**src/rtl/mem_port_arbiter.sv**
```systemverilog
// Single memory bus port shared among NREQ requesters (0 = PTW, 1 = data, 2 = instruction).
// Build option ARB_ROUND_ROBIN_EN selects round-robin arbitration; otherwise the lowest index wins.
module mem_port_arbiter #(
  parameter int NREQ    = 3,
  parameter int AW      = 64,
  parameter int DW      = 64,
  parameter int TIMEOUT = 1023
) (
  input  logic                   clk,
  input  logic                   reset,
  input  logic [NREQ-1:0]        req_valid,
  input  logic [NREQ*AW-1:0]     req_addr,
  input  logic [NREQ*3-1:0]      req_size,
  input  logic [NREQ*DW/8-1:0]   req_strobe,
  input  logic [NREQ*DW-1:0]     req_data,
  output logic [NREQ-1:0]        resp_addr_ok,
  output logic [NREQ-1:0]        resp_data_ok,
  output logic [NREQ-1:0]        resp_err,
  output logic [DW-1:0]          resp_data,
  output logic                   m_valid,
  output logic [AW-1:0]          m_addr,
  output logic [2:0]             m_size,
  output logic [DW/8-1:0]        m_strobe,
  output logic [DW-1:0]          m_data,
  input  logic                   m_addr_ok,
  input  logic                   m_data_ok,
  input  logic [DW-1:0]          m_rdata,
  output logic [NREQ-1:0]        grant,
  output logic                   busy
);

  localparam int SW = DW / 8;
  localparam int IW = (NREQ > 1) ? $clog2(NREQ) : 1;
  localparam int WW = (TIMEOUT > 0) ? $clog2(TIMEOUT + 1) : 1;
  localparam logic [NREQ-1:0] ONE_HOT = NREQ'(1);

  typedef enum logic [1:0] {
    S_IDLE = 2'd0,
    S_ADDR = 2'd1,
    S_DATA = 2'd2
  } state_t;

  state_t            state_r;
  logic [NREQ-1:0]   grant_r;
  logic              busy_r;
  logic              m_valid_r;
  logic [AW-1:0]     m_addr_r;
  logic [2:0]        m_size_r;
  logic [SW-1:0]     m_strobe_r;
  logic [DW-1:0]     m_data_r;
  logic [WW-1:0]     wd_r;

  logic              any_req_s;
  logic [IW-1:0]     win_s;
  logic              done_s;
  logic              tmo_s;

`ifdef ARB_ROUND_ROBIN_EN
  logic [IW-1:0]     ptr_r;
  logic              found_s;
  int                rr_idx_s;

  // Round-robin winner: first valid requester at or after ptr_r + 1 (mod NREQ).
  always_comb begin
    win_s    = '0;
    found_s  = 1'b0;
    rr_idx_s = 0;
    for (int k = 0; k < NREQ; k++) begin
      rr_idx_s = (int'(ptr_r) + 1 + k) % NREQ;
      win_s    = (!found_s && req_valid[rr_idx_s]) ? IW'(rr_idx_s) : win_s;
      found_s  = found_s | req_valid[rr_idx_s];
    end
  end
`else
  // Fixed-priority winner: scanning downward leaves the lowest valid index.
  always_comb begin
    win_s = '0;
    for (int k = NREQ - 1; k >= 0; k--) begin
      win_s = req_valid[k] ? IW'(k) : win_s;
    end
  end
`endif

  // Completion and watchdog qualifiers; a real m_data_ok always beats the timeout.
  always_comb begin
    any_req_s = |req_valid;
    done_s    = m_data_ok && ((state_r == S_DATA) || ((state_r == S_ADDR) && m_addr_ok));
    tmo_s     = (TIMEOUT != 0) && (state_r != S_IDLE) && (wd_r == WW'(TIMEOUT)) && !done_s;
  end

  // Response pulses routed only to the current owner; all zero while idle.
  always_comb begin
    resp_addr_ok = ((state_r == S_ADDR) && m_addr_ok) ? grant_r : '0;
    resp_data_ok = (done_s || tmo_s) ? grant_r : '0;
    resp_err     = tmo_s ? grant_r : '0;
    resp_data    = done_s ? m_rdata : '0;
  end

  // Arbitration FSM with registered grant, busy, memory-side request and watchdog.
  always_ff @(posedge clk or negedge reset) begin
    if (!reset) begin
      state_r    <= S_IDLE;
      grant_r    <= '0;
      busy_r     <= 1'b0;
      m_valid_r  <= 1'b0;
      m_addr_r   <= '0;
      m_size_r   <= 3'd0;
      m_strobe_r <= '0;
      m_data_r   <= '0;
      wd_r       <= '0;
`ifdef ARB_ROUND_ROBIN_EN
      ptr_r      <= IW'(NREQ - 1);
`endif
    end else begin
      case (state_r)
        S_IDLE: begin
          if (any_req_s) begin
            state_r    <= S_ADDR;
            grant_r    <= ONE_HOT << win_s;
            busy_r     <= 1'b1;
            m_valid_r  <= 1'b1;
            m_addr_r   <= req_addr[int'(win_s)*AW +: AW];
            m_size_r   <= req_size[int'(win_s)*3 +: 3];
            m_strobe_r <= req_strobe[int'(win_s)*SW +: SW];
            m_data_r   <= req_data[int'(win_s)*DW +: DW];
            wd_r       <= '0;
`ifdef ARB_ROUND_ROBIN_EN
            ptr_r      <= win_s;
`endif
          end else begin
            state_r <= S_IDLE;
          end
        end
        S_ADDR, S_DATA: begin
          if (done_s || tmo_s) begin
            state_r    <= S_IDLE;
            grant_r    <= '0;
            busy_r     <= 1'b0;
            m_valid_r  <= 1'b0;
            m_addr_r   <= '0;
            m_size_r   <= 3'd0;
            m_strobe_r <= '0;
            m_data_r   <= '0;
            wd_r       <= '0;
          end else begin
            wd_r <= (TIMEOUT != 0) ? wd_r + WW'(1) : wd_r;
            if ((state_r == S_ADDR) && m_addr_ok) begin
              state_r <= S_DATA;
            end else begin
              state_r <= state_r;
            end
          end
        end
        default: begin
          state_r    <= S_IDLE;
          grant_r    <= '0;
          busy_r     <= 1'b0;
          m_valid_r  <= 1'b0;
          m_addr_r   <= '0;
          m_size_r   <= 3'd0;
          m_strobe_r <= '0;
          m_data_r   <= '0;
          wd_r       <= '0;
        end
      endcase
    end
  end

  assign grant    = grant_r;
  assign busy     = busy_r;
  assign m_valid  = m_valid_r;
  assign m_addr   = m_addr_r;
  assign m_size   = m_size_r;
  assign m_strobe = m_strobe_r;
  assign m_data   = m_data_r;

endmodule

```
**config.mk**
```make
export PLATFORM = sky130hd
export DESIGN_NAME = mem_port_arbiter
export DESIGN_NICKNAME = d
export VERILOG_FILES = /design/src/rtl/mem_port_arbiter.sv
export SDC_FILE = /design/constraint.sdc
export NUM_CORES = 1
export LEC_CHECK = 0
export CORE_AREA = 2 2 273 275
export DETAILED_ROUTE_END_ITERATION = 12
export DIE_AREA = 0 0 275 277
export HOLD_SLACK_MARGIN = 0.15
export PLACE_DENSITY = 0.46
export SYNTH_ARGS = -nofsm -noshare
export SYNTH_HDL_FRONTEND = slang
export SYNTH_SLANG_ARGS = --single-unit
```
**constraint.sdc**
```tcl
create_clock -name clk -period 6.8 [get_ports clk]
set_input_delay 0.68 -clock clk [delete_from_list [all_inputs] [get_ports clk]]
set_output_delay 0.68 -clock clk [all_outputs]
set_load 0.1 [all_outputs]
```
* Yosys cells after proc, flatten, opt, wreduce, memory -nomap -nowiden
Index checks and enable logic that the tools add are counted.
Operators by class: mux-type cells 30, reduce and logical (&&, ||, !) cells 12, shifts and indexed selects 5, $mul 1, add/sub/neg operators 1, eq/ne operators 6
Operators with widths (count):
- $shiftx A192 B9 Y64 | 2
- $mux W64 | 4
- $pmux W64 S2 | 2
- $shiftx A24 B6 Y8 | 1
- $mux W10 | 2
- $pmux W10 S2 | 1
- $mux W3 | 6
- $mux W8 | 2
- $pmux W8 S2 | 1
- $pmux W3 S2 | 2
- $add A10 B1 Y10 const B | 1
- $eq A10 B10 Y1 const B | 1
- $mux W2 | 5
- $shiftx A9 B5 Y3 | 1
- $logic_and A1 B1 Y1 | 4
- $mul A2 B2 Y4 const B | 1
- $ne A2 B2 Y1 const B | 2
- $pmux W2 S2 | 1
- $mux W1 | 3
- $ne A3 B3 Y1 const B | 1
- $reduce_or A3 Y1 | 1
- $shl A1 B2 Y3 const A | 1
- $eq A2 B1 Y1 const B | 1
- $eq A2 B2 Y1 const B | 1
- 7 further kinds | 8
Word-level totals: word-level logic and storage cells 63, register bits after elaboration 155, output and inout bits 217, input bits 488

* Depth between registers and ports, before layout
depth in word-level cells 9, mapped depth 9

* Least setup slack after synthesis
OpenSTA, ideal clock, no wires.
path type reg2out, from register state_r[0], to output resp_data_ok[0], data required time 6120 ps, path buffers 2, cell stages (with the launch flop) 9, arrival time 2877 ps, slack 3243 ps, path through dfrtp_1 inv_1 ha_1 buf_2 and3b_1 and4_1 clkbuf_1 nor2_1 nor2b_1
Between the ends: cells in the longest elaborated chain, start to end 8
Ends and longest elaborated chain:
- from (decl) | line 43 | state_t state_r;
- from (signal assigned) | line 150 | state_r <= state_r;
- $eq A2 B1 Y1 | line 87 | done_s = m_data_ok && ((state_r == S_DATA) || ((state_r == S_ADDR) && m_addr_ok));
- $logic_and A1 B1 Y1 | line 87
- $logic_or A1 B1 Y1 | line 87
- $logic_and A1 B1 Y1 | line 87
- $logic_not A1 Y1 | line 88 | tmo_s = (TIMEOUT != 0) && (state_r != S_IDLE) && (wd_r == WW'(TIMEOUT)) && !done_s;
- $logic_and A1 B1 Y1 | line 88
- $logic_or A1 B1 Y1 * | line 94 | resp_data_ok = (done_s || tmo_s) ? grant_r : '0;
- $mux W3 * | line 94
- to (decl) | line 17 | output logic [NREQ-1:0] resp_data_ok,
Every way passes the cells marked *; elsewhere a longest branch is shown, timed or not.

* Worst setup path in the final report
from register state_r[1], to output resp_data_ok[2]
The elaborated chain is that of the path after synthesis.

==> summary.txt <==
Drt
  – First-pass DRT Iterations: 4
  – WL per Instance: 21.5 um
  – Post-DRT Antenna Nets: 0
  – WL final: 58,700 um
  – Vias/cell: 4.09
  – 1st-iter DRT viols: 399
  – Drt drc: 0
  – Via count: 11,200

Logic synthesis
  – Synth warnings: 0
  – Count leader, synth: a21oi_1
  – Synth top area cells: dfrtp_1, a21oi_1, mux2_2, o21ai_0, nand2_1
  – Yosys reg bits: 155
  – Post-synth top area share: 0.408
  – Synth async-reset ratio: 1.00
  – Post-synth top cells: a21oi_1, dfrtp_1, nand2_1, o21ai_0, mux2_2
  – Sequential share of the synthesized area: 0.408
  – Post-synth EDFFs: 0
  – Post-Syn Area per Cell: 8.63 um2
  – Dominant synthesized flop cell: dfrtp_1
  – Synth Instances: 1,102
  – Leading area contributor after synthesis: dfrtp_1
  – Mapped Area: 9510 um2
  – Unique masters post-synth: 41
  – Synth Net Count: 1,595

Critical path
  – Internal reg-to-reg setup slack: 3.24 ns
  – Reg2reg path depth: 6
  – Reg2reg end: m_strobe[1]$_DFFE_PN0P_
  – Slowest CP cell: clkdlybuf4s50_1
  – CP Class: reg -> out
  – Setup crit start: state_r[1]$_DFFE_PN0P_
  – Worst reg2reg path startpoint: state_r[0]$_DFFE_PN0P_
  – Crit path capture: resp_data_ok[2]
  – Crit-path max FO: 65
  – Crit path DAT: 3.73 ns
  – Critical path data required time: 6.12 ns
  – Setup crit start kind: register
  – Worst-path cell chain: inv_1 -> ha_1 -> a21oi_1 -> nor2_4 -> nor2_1 -> nor2b_1 -> clkdlybuf4s50_1
  – Worst stage delay on the critical path: 1.15 ns
  – Worst setup EP type: primary output

Layout
  – Final instance area: 18,200 um2
  – Area Growth Syn to Fin: 91.0%
  – Core Util, Final: 0.247
  – Share of cells above drive strength 1: 0.104
  – # nets final: 2,227
  – Layout fillers: 7,897

GRT
  – Met2 Use GR: 0.275
  – Largest net degree at the start of global routing: 140
  – Global route overflow: 0
  – First-pass GRT wire length: 81,200 um
  – Met1 global-route usage: 0.136
  – Initial antenna violation count: 15
  – GRT Util Overall: 0.148
  – Routing usage on met3: 0.0564
  – GRT Max-Usage Layer: met2
  – Vias in the first global route: 11,800

Placement
  – Buffers on Ports: 704
  – Post-DP HPWL: 46,100 um
  – DP Area: 17,500 um2
  – Pre-CTS setup slack: 2.35 ns
  – Gpl congestion: 0.847

Clock network
  – Clock latency on the worst-skew pair: 0.48 ns
  – TritonCTS Buffers: 17
  – Post-CTS Setup Inserts: 0
  – CTS tree: yes
  – Clk Tree Root Cell: clkbuf_16
  – CTS max path bufs: 2
  – Post-CTS Hold Buffers: 1
  – Clk sinks: 155
  – CTS resizes: 0
  – Clock transition at path regs: 0.07 ns
  – Htree depth: 4

Timing
  – RSZ-0062 raised after global routing: false
  – Slew Viols, Final: 0
  – Tcrit/Tclk final: 0.649
  – Worst slew margin relative to its limit: 0.258
  – Final setup viols: 0
  – Setup TNS: 0 ns
  – Max Clk Rate: 0.227 GHz
  – Final Skew: 0.0151 ns
  – Slew @ Worst Pin: 1.11 ns
  – Fin. Hold Viols: 0
  – Final WS setup: 2.39 ns
  – Final min period: 4.41 ns

Floorplan
  – Starting Density: 0.129
  – Die width: 275 um
  – I/O pin total: 705
  – Die height: 277 um
  – Die ar.: 76,200 um2
  – Core Box Area: 73,600 um2
  – Row cnt: 100

Hold path
  – Worst min path class: reg -> reg
  – Hold depth: 1

Job
  – MaxCap Viol Count: 0

Power
  – Peak VDD IR: 0.000368 V
  – PD cells: 488 nW/um2
  – Leak Pwr: 6.93 nW

Status
  – Status: finished clean
cells by family (layout without fill, tap and decap cells):
kind of cell,after synthesis,count (layout),synth area share
adders and majority gates,5,5,0.00658
other,0,14,0
AOI/OAI and AO/OA,442,442,0.239
DFF,155,155,0.408
buffers and inverters,109,754,0.0507
muxes,140,140,0.166
xor gates and xnor gates,3,3,0.00276
and+or+nand+nor,248,248,0.128
worst min-delay path by stage:
stage                     slack, ns               startpoint                 endpoint
after floorplan                0.38                    reset     grant[0]$_DFFE_PN0P_
after global placement         0.48   m_addr[11]$_DFFE_PN0P_   m_addr[11]$_DFFE_PN0P_
after detailed placement       0.49    m_addr[8]$_DFFE_PN0P_    m_addr[8]$_DFFE_PN0P_
after CTS                      0.50    m_addr[8]$_DFFE_PN0P_    m_addr[8]$_DFFE_PN0P_
after global routing           0.52  m_strobe[4]$_DFFE_PN0P_  m_strobe[4]$_DFFE_PN0P_
final                          0.50  m_strobe[4]$_DFFE_PN0P_  m_strobe[4]$_DFFE_PN0P_
state kept, by name, summed over array words and instances (netlist names):
name / count
grant: 3
m_addr: 64
m_data: 64
m_size: 3
m_strobe: 8
m_valid: 1
state_r: 2
wd_r: 10
cell type report:
class	count	area, um2	share of cell area
timing repair buffer	718	7180	0.396
multi-input combinational	838	5190	0.286
sequential	155	3880	0.214
tap	969	1210	0.0668
clock buffer	19	443	0.0244
clock inverter	13	204	0.0112
antenna	14	35.0	0.00193
inverter	4	15.0	0.000827
cells in the final DEF (no fill, tap or decap), drive strengths merged, types with 2 or more instances in the layout:
master	instances
a21o	2
a21oi	282
a31oi	3
a32o	3
and2	66
and3	7
and4	4
buf	18
bufinv	4
clkbuf	19
clkdlybuf4s50	699
clkinvlp	2
dfrtp	155
diode	14
ha	5
inv	10
mux2	139
nand2	145
nand3	3
nand4	2
nor2	3
nor2b	5
nor4	2
o21ai	145
o31ai	3
or4	2
xor2	3
critical path, delay by kind of cell, from the launching register on:
family	cells	cell delay, ns
AO/OA/AOI/OAI	1	0.13
flip-flops	1	0.42
buffers and inverters	2	1.29
adder cells (fa/ha/maj)	1	0.22
AND/OR/NAND/NOR	3	1.17
stage by stage:
stage | hold slack [ns] | power (mW) | instances
final | 0.500 | 8.85 | 2730
after global routing | 0.525 | 9.30 | 2726
after CTS | 0.503 | 8.99 | 2716
after detailed placement | 0.486 | 7.82 | 2683
after global placement | 0.476 | 7.78 | 2683
after floorplan | 0.384 | 6.06 | 1102
report_power, final:
| group | switching (mW) | total (mW) | internal [mW] | leakage (nW) |
|---|---|---|---|---|
| clock | 0.472 | 1.11 | 0.636 | 0.311 |
| combinational | 4.42 | 6.24 | 1.82 | 4.62 |
| sequential | 0.207 | 1.51 | 1.30 | 2.00 |
| total | 5.10 | 8.85 | 3.76 | 6.93 |
layer usage:
| metal | part of all wire | up-vias | wire length, um |
|---|---|---|---|
| li1 | - | 5162 | - |
| met1 | 0.33 | 5369 | 19400 |
| met2 | 0.54 | 537 | 31500 |
| met3 | 0.094 | 74 | 5530 |
| met4 | 0.038 | 14 | 2240 |
| met5 | 0.0012 | - | 68 |
Power figures use the tool's default switching activity.
